--- src/rtl/vend_pkg.sv ---
// Shared types for the change dispenser: change codes, coin unit weights, FSM states, queue entry.
// Latency: n/a (types and constants only).
// Backpressure: n/a.
package vend_pkg;

  // Change is counted in nickel units: code 0..4 = 0/5/10/15/20 cents.
  typedef logic [2:0] chg_code_t;

  localparam chg_code_t MAX_CODE    = 3'd4;
  localparam chg_code_t UNIT_DIME   = 3'd2;
  localparam chg_code_t UNIT_NICKEL = 3'd1;

  typedef enum logic [2:0] {
    ST_IDLE,
    ST_SODA,
    ST_COIN_SEL,
    ST_COIN_WAIT,
    ST_FAULT
  } disp_state_t;

  // One queued vend/refund event.
  typedef struct packed {
    logic      soda;
    chg_code_t units;
  } req_t;

  function automatic logic code_valid(input chg_code_t c);
    return (c <= MAX_CODE);
  endfunction

endpackage

--- src/rtl/vend_req_fifo.sv ---
// Request queue: DEPTH x W entries, first-word-fall-through read, push/pop/full/empty.
// Latency: a pushed word is visible at o_pop_dat the cycle after the push edge.
// Backpressure: none upstream; a push while full is accepted only if a pop happens on the same edge.
// Ports: i_clk, i_rst_n, i_push/i_push_dat (write), i_pop/o_pop_dat (read), o_full, o_empty.
module vend_req_fifo #(
  parameter int DEPTH = 4,
  parameter int W     = 4
) (
  input  logic         i_clk,
  input  logic         i_rst_n,
  input  logic         i_push,
  input  logic [W-1:0] i_push_dat,
  input  logic         i_pop,
  output logic [W-1:0] o_pop_dat,
  output logic         o_full,
  output logic         o_empty
);
  localparam int AW = $clog2(DEPTH);
  localparam logic [AW:0] FULL_CNT = (AW+1)'(DEPTH);

  logic [W-1:0]  mem_q [DEPTH];
  logic [AW-1:0] wr_ptr_q, rd_ptr_q;
  logic [AW:0]   cnt_q;
  logic          do_push, do_pop;

  assign o_full    = (cnt_q == FULL_CNT);
  assign o_empty   = (cnt_q == '0);
  assign do_pop    = i_pop & ~o_empty;
  // A full queue can still take a word when a slot frees on the same edge.
  assign do_push   = i_push & (~o_full | do_pop);
  assign o_pop_dat = mem_q[rd_ptr_q];

  always_ff @(posedge i_clk) begin
    if (do_push) mem_q[wr_ptr_q] <= i_push_dat;
  end

  always_ff @(posedge i_clk or negedge i_rst_n) begin
    if (!i_rst_n) begin
      wr_ptr_q <= '0;
      rd_ptr_q <= '0;
      cnt_q    <= '0;
    end else begin
      if (do_push) wr_ptr_q <= wr_ptr_q + AW'(1);
      if (do_pop)  rd_ptr_q <= rd_ptr_q + AW'(1);
      cnt_q <= cnt_q + (AW+1)'(do_push) - (AW+1)'(do_pop);
    end
  end

endmodule

--- src/rtl/change_dispenser.sv ---
// Queues vend/refund events and drives soda release and coin eject one item at a time, greedy dimes first.
// Latency: event at edge k into an idle, empty dispenser -> first mechanism output high after edge k+2.
// Backpressure: none upstream; events arriving on a full queue are dropped and flagged via o_overflow.
// Ports: i_clk, i_rst_n; i_soda/i_change event in; i_mech_done ack; i_refill inventory reload;
//        o_soda_rel/o_dime_ej/o_nickel_ej mechanism drives; o_busy; sticky o_overflow/o_bad_code/o_fault;
//        o_dimes/o_nickels inventory.
module change_dispenser #(
  parameter int FIFO_DEPTH  = 4,
  parameter int DIME_INIT   = 8,
  parameter int NICKEL_INIT = 16,
  parameter int CNT_W       = 6,
  parameter int TIMEOUT     = 255
) (
  input  logic             i_clk,
  input  logic             i_rst_n,
  input  logic             i_soda,
  input  logic [2:0]       i_change,
  input  logic             i_mech_done,
  input  logic             i_refill,
  output logic             o_soda_rel,
  output logic             o_dime_ej,
  output logic             o_nickel_ej,
  output logic             o_busy,
  output logic             o_overflow,
  output logic             o_bad_code,
  output logic             o_fault,
  output logic [CNT_W-1:0] o_dimes,
  output logic [CNT_W-1:0] o_nickels
);
  import vend_pkg::*;

  // The wait timer only ever reaches TIMEOUT-1.
  localparam int TW = (TIMEOUT < 2) ? 1 : $clog2(TIMEOUT);
  localparam logic [TW-1:0] TMR_LAST = TW'(TIMEOUT - 1);

  req_t                push_req, head_req;
  logic [$bits(req_t)-1:0] head_dat;
  logic                fifo_full, fifo_empty;
  logic                evt, code_ok, push, pop, ack, timeout_hit;

  disp_state_t         state_q, state_d;
  chg_code_t           rem_q, rem_d;
  logic                coin_dime_q, coin_dime_d;
  logic [CNT_W-1:0]    dimes_q, dimes_d, nickels_q, nickels_d;
  logic [TW-1:0]       tmr_q, tmr_d;
  logic                soda_rel_q, soda_rel_d, dime_ej_q, dime_ej_d, nickel_ej_q, nickel_ej_d;
  logic                overflow_q, overflow_d, bad_code_q, bad_code_d, fault_q, fault_d;

  assign evt            = i_soda | (i_change != '0);
  assign code_ok        = code_valid(i_change);
  assign push           = evt & code_ok;
  assign push_req.soda  = i_soda;
  assign push_req.units = i_change;
  assign head_req       = req_t'(head_dat);

  vend_req_fifo #(.DEPTH(FIFO_DEPTH), .W($bits(req_t))) u_fifo (
    .i_clk      (i_clk),
    .i_rst_n    (i_rst_n),
    .i_push     (push),
    .i_push_dat (push_req),
    .i_pop      (pop),
    .o_pop_dat  (head_dat),
    .o_full     (fifo_full),
    .o_empty    (fifo_empty)
  );

  // An ack only counts while a mechanism is actually being driven.
  assign ack         = i_mech_done & (soda_rel_q | dime_ej_q | nickel_ej_q);
  assign timeout_hit = (tmr_q == TMR_LAST);

  always_comb begin
    state_d     = state_q;
    rem_d       = rem_q;
    coin_dime_d = coin_dime_q;
    dimes_d     = dimes_q;
    nickels_d   = nickels_q;
    pop         = 1'b0;
    unique case (state_q)
      ST_IDLE: begin
        if (!fifo_empty) begin
          pop     = 1'b1;
          rem_d   = head_req.units;
          state_d = head_req.soda ? ST_SODA : ST_COIN_SEL;
        end
      end
      ST_SODA: begin
        if (ack)              state_d = ST_COIN_SEL;
        else if (timeout_hit) state_d = ST_FAULT;
      end
      ST_COIN_SEL: begin
        if (rem_q == '0) begin
          state_d = ST_IDLE;
        end else if (rem_q >= UNIT_DIME && dimes_q != '0) begin
          coin_dime_d = 1'b1;
          state_d     = ST_COIN_WAIT;
        end else if (nickels_q != '0) begin
          coin_dime_d = 1'b0;
          state_d     = ST_COIN_WAIT;
        end else begin
          state_d = ST_FAULT;
        end
      end
      ST_COIN_WAIT: begin
        if (ack) begin
          if (coin_dime_q) begin
            dimes_d = dimes_q - CNT_W'(1);
            rem_d   = rem_q - UNIT_DIME;
          end else begin
            nickels_d = nickels_q - CNT_W'(1);
            rem_d     = rem_q - UNIT_NICKEL;
          end
          state_d = ST_COIN_SEL;
        end else if (timeout_hit) begin
          state_d = ST_FAULT;
        end
      end
      default: state_d = ST_FAULT;
    endcase

    // Refill overrides any decrement on the same edge.
    if (i_refill) begin
      dimes_d   = CNT_W'(DIME_INIT);
      nickels_d = CNT_W'(NICKEL_INIT);
    end

    // Soda release rises one cycle into SODA so its timing matches the coin path
    // (COIN_SEL then COIN_WAIT); coin ejects rise on entry to COIN_WAIT.
    soda_rel_d  = (state_q == ST_SODA) && (state_d == ST_SODA);
    dime_ej_d   = (state_d == ST_COIN_WAIT) && coin_dime_d;
    nickel_ej_d = (state_d == ST_COIN_WAIT) && !coin_dime_d;

    tmr_d = ((state_q == ST_SODA || state_q == ST_COIN_WAIT) && state_d == state_q)
            ? tmr_q + TW'(1) : '0;

    overflow_d = overflow_q | (push & fifo_full & ~pop);
    bad_code_d = bad_code_q | (evt & ~code_ok);
    fault_d    = fault_q | (state_d == ST_FAULT);
  end

  always_ff @(posedge i_clk or negedge i_rst_n) begin
    if (!i_rst_n) begin
      state_q     <= ST_IDLE;
      rem_q       <= '0;
      coin_dime_q <= 1'b0;
      dimes_q     <= CNT_W'(DIME_INIT);
      nickels_q   <= CNT_W'(NICKEL_INIT);
      tmr_q       <= '0;
      soda_rel_q  <= 1'b0;
      dime_ej_q   <= 1'b0;
      nickel_ej_q <= 1'b0;
      overflow_q  <= 1'b0;
      bad_code_q  <= 1'b0;
      fault_q     <= 1'b0;
    end else begin
      state_q     <= state_d;
      rem_q       <= rem_d;
      coin_dime_q <= coin_dime_d;
      dimes_q     <= dimes_d;
      nickels_q   <= nickels_d;
      tmr_q       <= tmr_d;
      soda_rel_q  <= soda_rel_d;
      dime_ej_q   <= dime_ej_d;
      nickel_ej_q <= nickel_ej_d;
      overflow_q  <= overflow_d;
      bad_code_q  <= bad_code_d;
      fault_q     <= fault_d;
    end
  end

  assign o_soda_rel  = soda_rel_q;
  assign o_dime_ej   = dime_ej_q;
  assign o_nickel_ej = nickel_ej_q;
  assign o_busy      = (state_q != ST_IDLE) | ~fifo_empty;
  assign o_overflow  = overflow_q;
  assign o_bad_code  = bad_code_q;
  assign o_fault     = fault_q;
  assign o_dimes     = dimes_q;
  assign o_nickels   = nickels_q;

endmodule

--- config.mk ---
export PLATFORM = sky130hd
export DESIGN_NAME = change_dispenser
export DESIGN_NICKNAME = d
export VERILOG_FILES = /design/src/rtl/vend_pkg.sv /design/src/rtl/vend_req_fifo.sv /design/src/rtl/change_dispenser.sv
export SDC_FILE = /design/constraint.sdc
export NUM_CORES = 1
export LEC_CHECK = 0
export BUFFER_PORTS_ARGS = -buffer_cell sky130_fd_sc_hd__buf_2
export CAP_MARGIN = 5
export CORE_MARGIN = 2
export CORE_UTILIZATION = 35
export DETAILED_ROUTE_END_ITERATION = 8
export HOLD_SLACK_MARGIN = 0.06
export PLACE_DENSITY = 0.5
export SYNTH_ARGS = -nofsm -noshare
export SYNTH_HDL_FRONTEND = slang
export SYNTH_HIERARCHICAL = 1
export SYNTH_SLANG_ARGS = --single-unit
--- constraint.sdc ---
create_clock -name i_clk -period 2.3 [get_ports i_clk]
set_input_delay 0.46 -clock i_clk [delete_from_list [all_inputs] [get_ports i_clk]]
set_output_delay 0.46 -clock i_clk [all_outputs]
set_load 0.01 [all_outputs]
Yosys cells after proc, flatten, opt, wreduce, memory -nomap -nowiden:

Memories as Yosys holds them, arrays and structs flattened.
Index checks and enable logic that the tools add are counted.

* register bits: 40
* RAM bits: 16
* word-level logic and storage cells: 109
* memories: 1

* add/sub/neg operators: 9
* order comparisons: 2
* equal/unequal tests: 12
* multiplexer cells: 29
* bitwise gates (word level): 19
* reduce and logical (&&, ||, !) cells: 22

Memory list
* u_fifo.mem_q: words 4, width 4, rd ports 1, clocked after Yosys merged registers in 0, write ports 1, RTL line vend_req_fifo.sv:21 `logic [W-1:0] mem_q [DEPTH];`

Operators with widths (number)
* 6-bit 2-to-1 mux: 8
* 3-bit 2-to-1 mux: 9
* 6-bit nonzero test: 2
* 6-bit by 1-bit subtractor with 6-bit output (second input constant): 2
* 3-bit by 2-bit equality test with 1-bit output (second input constant): 3
* 3-bit zero test: 3
* 3-bit case mux with 3 select lines: 1
* 3-bit AND reduction: 3
* 8-bit by 1-bit adder with 8-bit output (second input constant): 1
* 8-bit equality test (second input constant): 1
* 1-bit 2-to-1 mux: 8
* 8-bit 2-to-1 mux: 1
* 1-bit bitwise OR: 8
* 2-bit nonzero test: 4
* 1-bit bitwise AND: 7
* 3-bit by 1-bit equality test with 1-bit output (second input constant): 2
* 3-bit equality test (second input constant): 2
* 2-bit != test (second input constant): 3
* 3-bit case mux with 2 select lines: 1
* 3-bit nonzero test: 2
* 1-bit logical AND: 5
* 2-bit by 1-bit adder with 2-bit output (second input constant): 2
* 1-bit NOT: 4
* 3-bit by 1-bit adder with 3-bit output: 1
* 10 further kinds: 10

Longest topological paths before layout:

* depth after elaboration: 8
* depth in mapped cells: 12
* mapped depth without buffers: 11

Modules after synthesis:

Netlist, hierarchy kept.

By module, submodules not included
* change_dispenser: instances 1, cells an instance 178, area each 1781.7 µm², seq. area each 828.3 µm²
* vend_req_fifo: instances 1, cells an instance 57, area each 1013.5 µm², seq. area each 655.6 µm²

Least setup slack after synthesis:

No wires, ideal clock.

* path type: register to register
* start point: reg u_fifo.cnt_q[1]
* end point: reg u_fifo.cnt_q[2]
* setup time: 0.130 ns
* data arrival time: 2.434 ns
* setup slack: -0.264 ns
* cell stages (with the launch flop): 13
* path buffers: 1
* path through: dfrtp_1 > nor3_1 > or4_1 > buf_6 > clkinv_2 > inv_1 > a21boi_4 > a21o_2 > ha_1 > inv_1 > fa_1 > xnor2_1 > xnor2_1

* longest elaborated chain between the ends: 8
* elaborated cells on any way between the ends: 11
* classes of those cells: 2 x add/sub; 1 x eq/ne; 2 x mux; 5 x bitwise; 1 x reduce/logical

RTL lines
* from (decl): RTL line vend_req_fifo.sv:23 `logic [AW:0] cnt_q;`
* from (signal assigned): RTL line vend_req_fifo.sv:45 `cnt_q <= cnt_q + (AW+1)'(do_push) - (AW+1)'(do_pop);`
* 3-bit zero test (*): RTL line vend_req_fifo.sv:27 `assign o_empty = (cnt_q == '0);`
* named net fifo_empty: RTL line change_dispenser.sv:38 `logic fifo_full, fifo_empty;`
* 1-bit 2-to-1 mux (*): RTL line change_dispenser.sv:80 `if (!fifo_empty) begin`
* 1-bit 2-to-1 mux (*): RTL line change_dispenser.sv:78 `unique case (state_q)`
* named net pop: RTL line change_dispenser.sv:39 `logic evt, code_ok, push, pop, ack, timeout_hit;`
* 1-bit bitwise AND (*): RTL line vend_req_fifo.sv:28 `assign do_pop = i_pop & ~o_empty;`
* 1-bit bitwise OR: RTL line vend_req_fifo.sv:30 `assign do_push = i_push & (~o_full | do_pop);`
* 1-bit bitwise AND: RTL line vend_req_fifo.sv:30
* 3-bit by 1-bit adder with 3-bit output: RTL line vend_req_fifo.sv:45
* 3-bit by 1-bit subtractor with 3-bit output (*): RTL line vend_req_fifo.sv:45

The timed path passes the listed nets; every way through them passes the cells marked *.
A chain may end at the register's enable or synchronous reset.

Worst setup path after layout:

* start point: reg state_q[2]
* end point: reg u_fifo.cnt_q[2]

* longest elaborated chain between the ends: 7

RTL lines
* from (decl): RTL line change_dispenser.sv:41 `disp_state_t state_q, state_d;`
* from (signal assigned): RTL line change_dispenser.sv:155 `state_q <= state_d;`
* 3-bit zero test (*): RTL line change_dispenser.sv:78
* 1-bit 2-to-1 mux (*): RTL line change_dispenser.sv:78
* named net pop: RTL line change_dispenser.sv:39
* 1-bit bitwise AND (*): RTL line vend_req_fifo.sv:28
* 1-bit bitwise OR: RTL line vend_req_fifo.sv:30
* 1-bit bitwise AND: RTL line vend_req_fifo.sv:30
* 3-bit by 1-bit adder with 3-bit output: RTL line vend_req_fifo.sv:45
* 3-bit by 1-bit subtractor with 3-bit output (*): RTL line vend_req_fifo.sv:45

Marks and branches as above.

==> results.cfg <==
[die]
initial_core_util = 0.362
rows = 32
core_sq_um = 7730
dieHeight_microns = 93.4
io-pin-count = 27
die_area_sq_um = 8720
die_x_microns = 93.4

[logic_synthesis]
synth_top_area_cell = dfrtp_1
syn-cell-area_sq_um = 2800
netlist_instances = 235
synthXorXnorAreaFrac = 0.0627
ys_seq_elements = 56
yosysUniqueCellTypes = 63
synth_top_area_frac = 0.340
synth_top_family_by_area = simple AND/OR/NAND/NOR gates
synth-main-ff-cell = dfrtp_1
yosysSeqAreaShare = 0.531
avgSynthCellArea_sq_um = 11.9
ys_warn_count = 6
synth_area_leaders = dfrtp_1 34%, edfxtp_1 17%, ha_1 6.3%
synth.area.mux_share = 0.0448
syn_nets = 258
synthSimpleGateAreaFrac = 0.168
synth_edf_count = 16
synth_adder_area_share = 0.0698
postSynth.asyncResetShare = 0.714
synth_compound_area_frac = 0.0859

[critical_path]
r2r_cells = 10
crit_path_cell_trace = or4_4 > clkinv_4 > o31ai_2 > nor2_1 > a21o_2 > ha_4 > inv_2 > fa_2 > xnor2_2 > xnor2_1
endpoint_kind = flop
regToRegStartpoint = state_q[2]
crit_buf_inv = 2
cp_max_fo = 3
rrSetupSlack_ns = 0.03
slowest_delay_ns = 0.56
crit_end = u_fifo/cnt_q[2]
cp.arrival_ns = 2.47
rr_endpoint = u_fifo/cnt_q[2]
cp.depth = 10
required_ns = 2.50
cp_top_family = simple AND/OR/NAND/NOR gates
path_class = reg -> reg
worstSetupStartpoint = state_q[2]
cp-start-kind = flop
crit_slowest_cell = or4_4

[final_layout]
diodes = 0
drive_gt1_frac = 0.297
utilization = 0.421
area_growth_pct = 16.4
post-route-cell-area_sq_um = 3250
nets = 298

[cts]
numCtsBuffers = 5
clock_path_buffers = 2
clkSinkCount = 56
clock-root-buffer = clkbuf_8
h-tree-depth = 2
clk_latency_ns = 0.31
cts.clk_slew.worst_paths_ns = 0.11
cts_tree = built

[grt]
grt_overflow = 0
grtUsageMet1 = 0.196
grt_usage = 0.134
use_met3 = 0.0290
antenna_found_initial = 0
grt_max_degree = 41
first_global_vias = 1766
grt.busiest_layer = met2
grt_util_met2 = 0.203
grt_pass1_wl_microns = 9050

[timing]
drv_slew = 0
setup_tns_ns = 0
rsz0062_at_grt = true
finClkSkew_ns = 0.0144
period_minus_slack_ns = 2.27
fin_crit_sh = 0.987
setup_viol = 0
worst_pin_slew_ns = 0.533
finalHoldViolCount = 0
fmax_ghz = 0.440
slew_headroom = 0.642

[power]
intPower_mw = 2.33
pwr-share-seq = 0.415
leakage_nw = 1.39
power_switching_mw = 1.44
pwr-share-comb = 0.435
p_clk_frac = 0.151
p_per_area_nw_per_um2 = 1160
switching_share = 0.382
ir_worst_vdd_uv = 418

[run_status]
status = finished clean

[drt]
drt_wl_total_microns = 5300
ant_nets = 0
vias = 1788
drt-initial-drc-count = 48
viasPerCell = 4.73
firstDrtPassIters = 4
wl_per_cell_microns = 14.0
drc = 0

[placement]
dp_hpwl_microns = 3840
gp_congestion = 0.711
place_area_sq_um = 3130
io_buffers = 26

[hold_path]
min_path_type = in -> async

[flow_run]
cap_viol_max_count = 0
-- worst min-delay path by stage --
| stage | cells past startpoint | endpoint | slack, ns | start |
|---|---|---|---|---|
| 2_1_floorplan | 0 | coin_dime_q | 0.16 | i_rst_n |
| 3_3_place_gp | 1 | o_bad_code | 0.45 | o_bad_code |
| 3_5_place_dp | 1 | o_bad_code | 0.45 | o_bad_code |
| 4_1_cts | 2 | tmr_q[7] | 0.21 | i_rst_n |
| 5_1_grt | 2 | tmr_q[7] | 0.22 | i_rst_n |
| 6_report | 2 | tmr_q[7] | 0.20 | i_rst_n |
-- cell families (layout without fill, tap and decap cells) --
kind of cell,after synthesis,in the layout
AND/OR/NAND/NOR,83,83
multiplexers,7,7
AO/OA/AOI/OAI,29,29
XOR/XNOR,20,20
adder cells (fa/ha/maj),15,15
buffers and inverters,25,66
flip-flops,56,56
-- repair_timing --
item | 4_1_cts | 5_1_grt
setup endpoints to repair | 1 | 1
gates resized for setup | 1 | 2
pin swaps | 0 | 3
setup buffers | 0 | 2
hold buffers | 0 | 0
-- sequential cells by signal (all words and copies together) (netlist names), 2 cells and up --
name             count
u_fifo/cnt_q         3
o_dimes              6
state_q              3
u_fifo/rd_ptr_q      2
tmr_q                8
u_fifo/mem_q        16
u_fifo/wr_ptr_q      2
rem_q                3
o_nickels            6
-- cell usage in the layout (no fill, tap or decap), drive strengths merged, types with 3 or more instances in the layout --
cell type | Yosys | final
buf | 4 | 40
dfrtp | 38 | 38
nor2 | 26 | 26
inv | 17 | 18
edfxtp | 16 | 16
ha | 14 | 14
xnor2 | 11 | 11
xor2 | 9 | 9
nand2 | 9 | 9
nand3 | 8 | 8
clkbuf | 3 | 5
nor3 | 5 | 5
and2 | 5 | 5
or3 | 4 | 4
mux4 | 4 | 4
nor3b | 4 | 4
o21ai | 4 | 4
a21oi | 3 | 3
clkinv | 1 | 3
nand4 | 3 | 3
nor4 | 3 | 3
o22ai | 3 | 3
a21o | 3 | 3
-- cells in the mapped netlist, types with 2 or more instances --
cell and n:
dfrtp_1 38, mux4_2 4, nand2_1 8, nor3b_1 2, xnor2_1 11, inv_1 17, a21o_1 2, xor2_1 9
a31oi_1 2, ha_1 14, a21oi_1 3, mux2i_1 2, edfxtp_1 16, nand2b_1 2, clkbuf_1 3, o22ai_1 2
a211oi_1 2, and3_1 2, nor3_1 5, nor4b_1 2, nor2_1 26, buf_2 2, nand3_1 8, o21ai_0 2
or3_1 4, and2_2 2, o31ai_2 2, nor4_1 2, and2_1 3, dfstp_2 2, or4_1 2, nand4_1 3
-- layer usage --
| layer | up-vias | part of all wire |
|---|---|---|
| met1 | 856 | 0.50 |
| met3 | 7 | 0.024 |
| li1 | 908 | - |
| met5 | - | 0 |
| met2 | 17 | 0.46 |
| met4 | 0 | 0.012 |
-- cell type report --
cell class              instances  area, sq um
clock inverters                 3         26.3
multi-input cells             154         1240
well taps                     102          128
clock buffers                   5         68.8
flip-flops and latches         56         1490
repair buffers                 40          235
fillers                       762         4470
inverters                      18         72.6
-- through the flow --
| step | instances | worst slack, ns | hold slack [ns] | power (mW) |
|---|---|---|---|---|
| 4_1_cts | 376 | 0.0372 | 0.214 | 3.77 |
| 5_1_grt | 378 | -0.0484 | 0.222 | 4.09 |
| 6_report | 378 | 0.0294 | 0.199 | 3.76 |
| 3_3_place_gp | 368 | 0.0636 | 0.451 | 3.18 |
| 2_1_floorplan | 235 | -0.0866 | 0.164 | 2.70 |
| 3_5_place_dp | 368 | 0.0215 | 0.452 | 3.19 |
-- power groups by stage --
stage / Combinational, mW / Clock, mW / Sequential, mW
finish: 1.64 / 0.567 / 1.56
global route: 1.85 / 0.634 / 1.60
CTS: 1.63 / 0.588 / 1.56
detailed placement: 1.61 / 0 / 1.58
global placement: 1.60 / 0 / 1.58
floorplan: 1.14 / 0 / 1.56
No activity file was read; power rests on OpenSTA's default activity.
